<file path="src/rtl/serial_work_receiver_pkg.sv">
// Shared constants and UART state encoding for the serial work receive path.
package serial_work_receiver_pkg;

    localparam int WORK_BYTES  = 44;
    localparam int MIDSTATE_W  = 256;
    localparam int DATA_TAIL_W = 96;
    localparam int WORK_W      = MIDSTATE_W + DATA_TAIL_W;

    typedef enum logic [2:0] {
        UART_IDLE,
        UART_START,
        UART_DATA,
        UART_STOP,
        UART_WAIT_HIGH
    } uart_state_t;

endpackage

</file>
<file path="src/rtl/serial_work_receiver_uart_rx_byte.sv">
// 8N1 byte receiver: two-flop synchroniser, mid-bit sampling FSM, stop-bit check.
module uart_rx_byte
    import serial_work_receiver_pkg::*;
#(
    parameter int CLKS_PER_BIT = 434
) (
    input  logic       hash_clk,
    input  logic       reset,
    input  logic       rx_serial,
    output logic [7:0] rx_byte,
    output logic       rx_strobe,
    output logic       frame_err,
    output logic       line_idle
);

    localparam int TIMER_W = $clog2(CLKS_PER_BIT) + 1;
    localparam logic [TIMER_W-1:0] HALF_BIT = TIMER_W'(CLKS_PER_BIT / 2 - 1);
    localparam logic [TIMER_W-1:0] FULL_BIT = TIMER_W'(CLKS_PER_BIT - 1);

    uart_state_t        state;
    logic [TIMER_W-1:0] timer;
    logic [2:0]         bit_idx;
    logic               rx_meta, rx_sync, rx_prev;

    // NOTE: synchroniser flops reset to the idle-high level so reset release never looks like a start edge.
    always_ff @(posedge hash_clk or posedge reset) begin
        if (reset) begin
            rx_meta <= 1'b1;
            rx_sync <= 1'b1;
            rx_prev <= 1'b1;
        end else begin
            rx_meta <= rx_serial;
            rx_sync <= rx_meta;
            rx_prev <= rx_sync;
        end
    end

    always_ff @(posedge hash_clk or posedge reset) begin
        if (reset) begin
            state     <= UART_IDLE;
            timer     <= '0;
            bit_idx   <= '0;
            rx_byte   <= '0;
            rx_strobe <= 1'b0;
            frame_err <= 1'b0;
        end else begin
            rx_strobe <= 1'b0;
            frame_err <= 1'b0;
            unique case (state)
                UART_IDLE: begin
                    if (rx_prev && !rx_sync) begin
                        state <= UART_START;
                        timer <= '0;
                    end
                end
                UART_START: begin
                    if (timer == HALF_BIT) begin
                        timer   <= '0;
                        bit_idx <= '0;
                        state   <= rx_sync ? UART_IDLE : UART_DATA;
                    end else begin
                        timer <= timer + TIMER_W'(1);
                    end
                end
                UART_DATA: begin
                    if (timer == FULL_BIT) begin
                        timer   <= '0;
                        rx_byte <= {rx_sync, rx_byte[7:1]};
                        bit_idx <= bit_idx + 3'd1;
                        if (bit_idx == 3'd7) state <= UART_STOP;
                    end else begin
                        timer <= timer + TIMER_W'(1);
                    end
                end
                UART_STOP: begin
                    if (timer == FULL_BIT) begin
                        timer <= '0;
                        if (rx_sync) begin
                            rx_strobe <= 1'b1;
                            state     <= UART_IDLE;
                        end else begin
                            frame_err <= 1'b1;
                            state     <= UART_WAIT_HIGH;
                        end
                    end else begin
                        timer <= timer + TIMER_W'(1);
                    end
                end
                UART_WAIT_HIGH: begin
                    if (rx_sync) state <= UART_IDLE;
                end
                default: state <= UART_IDLE;
            endcase
        end
    end

    assign line_idle = (state == UART_IDLE);

endmodule

</file>
<file path="src/rtl/serial_work_receiver.sv">
// Assembles 44-byte work packets from the UART into midstate/data_tail, with abort on error or idle timeout.
module serial_work_receiver
    import serial_work_receiver_pkg::*;
#(
    parameter int CLK_HZ       = 50_000_000,
    parameter int BAUD         = 115_200,
    parameter int TIMEOUT_BITS = 32
) (
    input  logic                   hash_clk,
    input  logic                   reset,
    input  logic                   rx_serial,
    output logic [MIDSTATE_W-1:0]  midstate,
    output logic [DATA_TAIL_W-1:0] data_tail,
    output logic                   work_valid,
    output logic                   frame_err,
    output logic                   rx_busy
);

    localparam int CLKS_PER_BIT   = CLK_HZ / BAUD;
    localparam int TIMEOUT_CYCLES = TIMEOUT_BITS * CLKS_PER_BIT;
    localparam int IDLE_W         = $clog2(TIMEOUT_CYCLES) + 1;
    localparam logic [IDLE_W-1:0] IDLE_LAST = IDLE_W'(TIMEOUT_CYCLES - 1);
    localparam logic [5:0]        LAST_BYTE = 6'(WORK_BYTES - 1);
    localparam int                HELD_W    = WORK_W - 8;

    logic [7:0]        rx_byte;
    logic              rx_strobe, line_idle;
    logic [HELD_W-1:0] shift;
    logic [5:0]        byte_cnt;
    logic [IDLE_W-1:0] idle_cnt;
    logic [WORK_W-1:0] packet;

    uart_rx_byte #(.CLKS_PER_BIT(CLKS_PER_BIT)) u_rx (
        .hash_clk  (hash_clk),
        .reset     (reset),
        .rx_serial (rx_serial),
        .rx_byte   (rx_byte),
        .rx_strobe (rx_strobe),
        .frame_err (frame_err),
        .line_idle (line_idle)
    );

    // Only 43 bytes are ever held; the 44th is appended on the fly at completion.
    assign packet  = {shift, rx_byte};
    assign rx_busy = (byte_cnt != 6'd0);

    always_ff @(posedge hash_clk or posedge reset) begin
        if (reset) begin
            shift      <= '0;
            byte_cnt   <= '0;
            idle_cnt   <= '0;
            midstate   <= '0;
            data_tail  <= '0;
            work_valid <= 1'b0;
        end else begin
            work_valid <= 1'b0;
            if (frame_err) begin
                byte_cnt <= '0;
                idle_cnt <= '0;
            end else if (rx_strobe) begin
                idle_cnt <= '0;
                shift    <= {shift[HELD_W-9:0], rx_byte};
                if (byte_cnt == LAST_BYTE) begin
                    byte_cnt   <= '0;
                    midstate   <= packet[WORK_W-1:DATA_TAIL_W];
                    data_tail  <= packet[DATA_TAIL_W-1:0];
                    work_valid <= 1'b1;
                end else begin
                    byte_cnt <= byte_cnt + 6'd1;
                end
            end else if (rx_busy && line_idle) begin
                if (idle_cnt == IDLE_LAST) begin
                    byte_cnt <= '0;
                    idle_cnt <= '0;
                end else begin
                    idle_cnt <= idle_cnt + IDLE_W'(1);
                end
            end else begin
                idle_cnt <= '0;
            end
        end
    end

endmodule

</file>
<file path="config.mk">
export PLATFORM = sky130hd
export DESIGN_NAME = serial_work_receiver
export DESIGN_NICKNAME = d
export VERILOG_FILES = /design/src/rtl/serial_work_receiver_pkg.sv /design/src/rtl/serial_work_receiver_uart_rx_byte.sv /design/src/rtl/serial_work_receiver.sv
export SDC_FILE = /design/constraint.sdc
export NUM_CORES = 2
export LEC_CHECK = 0
export CAP_MARGIN = 20
export CORE_MARGIN = 3
export CORE_UTILIZATION = 30
export CTS_CLUSTER_DIAMETER = 30
export DETAILED_ROUTE_END_ITERATION = 10
export GPL_TIMING_DRIVEN = 0
export PLACE_DENSITY = 0.52
export SLEW_MARGIN = 10
export SYNTH_ARGS = -nofsm -noshare
export SYNTH_HDL_FRONTEND = slang
export SYNTH_SLANG_ARGS = --single-unit
export TNS_END_PERCENT = 1
</file>
<file path="constraint.sdc">
create_clock -name hash_clk -period 27.2 [get_ports hash_clk]
set_clock_uncertainty 0.05 [all_clocks]
set_input_delay 4.08 -clock hash_clk [delete_from_list [all_inputs] [get_ports hash_clk]]
set_output_delay 4.08 -clock hash_clk [all_outputs]
set_load 0.02 [all_outputs]
</file>
-- After elaboration in Yosys (flattened, before gate mapping)
Index checks and enable logic that the tools add are counted.
- input port bits: 3
- logic and storage cells: 86
- output and inout bits: 355
- bits in registers: 747
- equality and inequality tests: 15
- reduce and logical (&&, ||, !) cells: 17
- bitwise gates (word level): 1
- multiplexer cells: 34
- $add $sub $neg: 4
- operator list (cell ; number):
    $mux 15 ; 4
    $mux 10 ; 3
    $mux 6 ; 5
    $pmux 10 s3 ; 1
    $mux 3 ; 9
    $add 15x1->15 const B ; 1
    $eq 15x14->1 const B ; 1
    $pmux 3 s5 ; 1
    $ne 2x1->1 const B ; 6
    $add 10x1->10 const B ; 1
    $eq 10x8->1 const B ; 1
    $eq 10x9->1 const B ; 1
    $mux 1 ; 9
    $reduce_bool 3->1 ; 3
    $reduce_and 2->1 ; 4
    $add 6x1->6 const B ; 1
    $eq 3x2->1 const B ; 2
    $eq 3x3->1 const B ; 2
    $eq 6x6->1 const B ; 1
    $pmux 3 s2 ; 1
    $reduce_and 3->1 ; 2
    $reduce_and 6->1 ; 1
    $reduce_bool 6->1 ; 1
    $add 3x1->3 const B ; 1
    8 further kinds ; 9

-- Depth between registers and ports, before layout
- depth after elaboration: 5
- depth in mapped cells: 10
- depth with buffers taken out: 6

-- Modules after synthesis
Synthesis repeated with hierarchy kept, for this count alone.
- cell total of the unflattened synthesis: 2456
- area total of the unflattened synthesis: 28449.8 um^2
- modules (own cells, without submodules) (module ; area each (um^2) ; instances ; seq. area each (um^2) ; cells an instance):
    serial_work_receiver ; 26938.3 ; 1 ; 17967.2 ; 2310
    uart_rx_byte ; 1511.4 ; 1 ; 729.4 ; 146

-- Worst setup path before layout
OpenSTA, ideal clock, no wires.
- path type: register to output
- start point: reg byte_cnt[3]
- end point: out rx_busy
- stages on the path, launching flop included: 3
- data arrival time: 1.024 ns
- setup slack: 22.046 ns
- required time: 23.070 ns
- path buffers: 0
- cells stage by stage: dfrtp_1 > nor4_1 > nand2_1
- word-level cells in the longest chain between the ends: 1
- RTL lines (item ; line ; text):
    start, declared ; serial_work_receiver.sv:29 ; logic [5:0] byte_cnt;
    start signal, assigned ; serial_work_receiver.sv:69 ; byte_cnt <= byte_cnt + 6'd1;
    $reduce_bool 6->1 ; serial_work_receiver.sv:45 ; assign rx_busy = (byte_cnt != 6'd0);
    end, declared ; serial_work_receiver.sv:16 ; output logic rx_busy
Every way passes these cells.

-- Worst setup path after layout
Ends and elaborated chain as after synthesis.

==> impl_metrics.py <==
metrics = {
    "setup_path": {
        "startpoint": "byte_cnt[3]",
        "cp_max_fo": 8,
        "crit_required_ps": 23070,
        "cp-start-kind": "flop",
        "r2r_slack_ps": 23860,
        "r2r_cells": 6,
        "worstPathCellList": "nor4_1, nand2_1, clkdlybuf4s50_1",
        "path_class": "flop to output port",
        "rr_endpoint": "shift[0]",
        "slowest_stage": "clkdlybuf4s50_1",
        "worstSetupEndpointType": "output port",
        "worstPathArrival_ps": 2410,
        "cp_slowest_stage_delay_ps": 570,
        "r2r_start": "u_rx.frame_err",
    },
    "placed_design": {
        "place_ws_ps": 20660,
        "hpwl_mm": 50.3,
        "portBuffers": 357,
        "place_congestion": 0.787,
    },
    "clock_tree": {
        "cts_buffer_depth": 3,
        "post_cts.repair.setup_buffers": 0,
        "cts_hold_repair.buffers": 0,
        "root_buffer": "clkbuf_16",
        "cts.sinks": 747,
        "clkLatencyLatePin_ps": 720,
        "cts_buffers": 175,
        "post_cts_resized": 0,
        "cts_tree": "built",
        "path_clk_slew_ps": 50,
        "cts-htree-levels": 4,
    },
    "sta": {
        "rsz0062_at_grt": "false",
        "fmax_mhz": 153,
        "slew_violations": 0,
        "finalHoldViolations": 0,
        "slew_headroom_pct": 41.0,
        "setup_ws_ps": 20660,
        "setup_viol": 0,
        "fin_crit_ps": 6540,
        "period_share_pct": 24.1,
        "worst_pin_slew_ps": 885,
    },
    "status": {
        "outcome": "finished, final reports clean",
    },
    "hold_path": {
        "min_to": "u_rx.rx_sync",
        "hold_path.class": "flop to flop",
        "worstHoldStart": "u_rx.rx_meta",
        "hold_depth": 0,
    },
    "logic_synthesis": {
        "syn_nets": 1764,
        "synthTopCellsByArea": "dfrtp_1 66%, mux2_2 25%, mux2_1 2.7%",
        "synthFlopType": "dfrtp_1",
        "synth-seq-area-share_pct": 65.9,
        "synth_area_per_cell_um2": 16.2,
        "netlist_area_um2": 28400,
        "synth_seq_cells": 747,
        "synthCells": 1753,
        "ys_warn_count": 0,
        "async_flop_share_pct": 100,
        "synth_edf_count": 0,
        "yosysUniqueCellTypes": 55,
        "synth_top_area_share_pct": 65.6,
        "yosys.area.top_type": "dfrtp_1",
    },
    "final_layout": {
        "nets": 2305,
        "flow.area_growth_from_synthesis_pct": 40.6,
        "final_cell_mix": "744 x dfrtp_1, 635 x mux2_2, 357 x clkdlybuf4s50_1",
        "layout.cells.most_common": "dfrtp_1",
        "final_layout_size_suffix_gt1_share_pct": 40.8,
    },
    "grt": {
        "grt_overflow_total": 0,
        "first_global_vias": 18139,
        "grt_usage_pct": 14.5,
        "grt_pass1_wl_mm": 110,
        "grt_max_degree": 116,
        "antenna_found_initial": 0,
    },
    "floorplan": {
        "initial_utilization_pct": 30.3,
        "die_w_um": 314,
        "dieHeight_um": 314,
        "die_area_um2": 98400,
        "fp.coreArea_um2": 93600,
        "rows": 112,
        "ios": 358,
    },
    "detailed_routing": {
        "routed_via_density": 4.46,
        "drc_errors": 0,
        "routed_wl_mm": 71.0,
        "vias": 16488,
        "routedWlPerCell_um": 19.2,
        "ant_nets": 0,
        "firstDrtPassIters": 5,
        "drtIter0Drc": 692,
    },
    "pwr": {
        "power.total_w": 0.00331,
        "p_leak_nw": 19.5,
        "power_density_nw_per_um2": 83.0,
        "irDropWorstVdd_mv": 0.0510,
    },
    "run": {
        "cap_viol_max_count": 0,
    },
}
==> critical path, delay by kind of cell (launching register included) <==
family / cells / cell delay [ps]
buffers and inverters: 1 / 570
AND/OR/NAND/NOR: 2 / 670
flip-flops: 1 / 450
==> synth_stat cells, drive strengths merged (6+ instances only) <==
| master | count |
|---|---|
| o21ai | 15 |
| dfrtp | 744 |
| mux2 | 704 |
| a21oi | 16 |
| o311ai | 7 |
| inv | 20 |
| ha | 8 |
| or3 | 6 |
| nor2 | 22 |
| buf | 64 |
| nand2 | 26 |
| clkbuf | 23 |
| nand3 | 13 |
| xnor2 | 7 |
==> sequential cells by signal (all words and copies together), names as in the netlist <==
register	count
u_rx.rx_strobe	1
u_rx.rx_sync	1
u_rx.state	3
byte_cnt	6
u_rx.bit_idx	3
u_rx.rx_byte	8
shift	344
work_valid	1
u_rx.rx_prev	1
data_tail	96
u_rx.frame_err	1
idle_cnt	15
midstate	256
u_rx.timer	10
u_rx.rx_meta	1
==> worst max-delay path by stage <==
stage / to / slack (ps) / depth (start not counted)
after floorplan: byte_cnt[0] / 2110 / 1
after global placement: midstate[192] / -6210 / 2
after detailed placement: midstate[183] / 20660 / 5
after CTS: rx_busy / 20580 / 3
after global routing: rx_busy / 20490 / 3
final: rx_busy / 20660 / 3
==> through the flow <==
stage | instance area [µm²] | hold WS, ps | utilization (%) | cells | TNS, ps
floorplan | 28400 | 295 | - | 1753 | 0
global placement | 33500 | 301 | 35.8 | 3364 | -4526290
detailed placement | 33700 | 303 | 36.0 | 3371 | 0
CTS | 39900 | 302 | 42.6 | 3693 | 0
global route | 39900 | 306 | 42.6 | 3693 | 0
finish | 39900 | 305 | 42.6 | 3694 | 0
==> per-layer routing <==
metal | vias up | global-route usage [%] | part of all wire [%]
li1 | 7414 | - | -
met4 | 0 | 5.03 | 2.1
met2 | 381 | 23.4 | 48
met5 | - | 0 | 0
met1 | 8574 | 17.5 | 42
met3 | 119 | 5.73 | 7.4
==> report_power, final <==
part           total [W]  internal [W]  switching (W)
Clock            0.00213       0.00148       0.000649
Sequential       0.00112       0.00112     0.00000553
Combinational  0.0000533     0.0000136      0.0000397
Total            0.00331       0.00262       0.000695
==> cell families (layout without fill, tap and decap cells) <==
logic type      count (synthesis)  in the layout  share of synthesized area (%)
compound gates                 68             68                           1.59
buf+inv                       107            793                           1.94
other cells                     0              1                              0
xor+xnor                       11             11                          0.339
flops                         747            747                           65.9
mux                           704            704                           27.9
fa+ha+maj                       8              8                          0.353
simple gates                  108            108                           2.00
==> final cells by class <==
class	instances	area (µm²)
timing repair buffer	364	3770
fill	8548	53700
inverter	20	82.6
buffer	87	475
antenna	1	2.50
multi-input combinational	899	9140
tap	1254	1570
sequential	747	18700
clock buffer	240	4980
clock inverter	82	1200
Power figures use the tool's default switching activity.
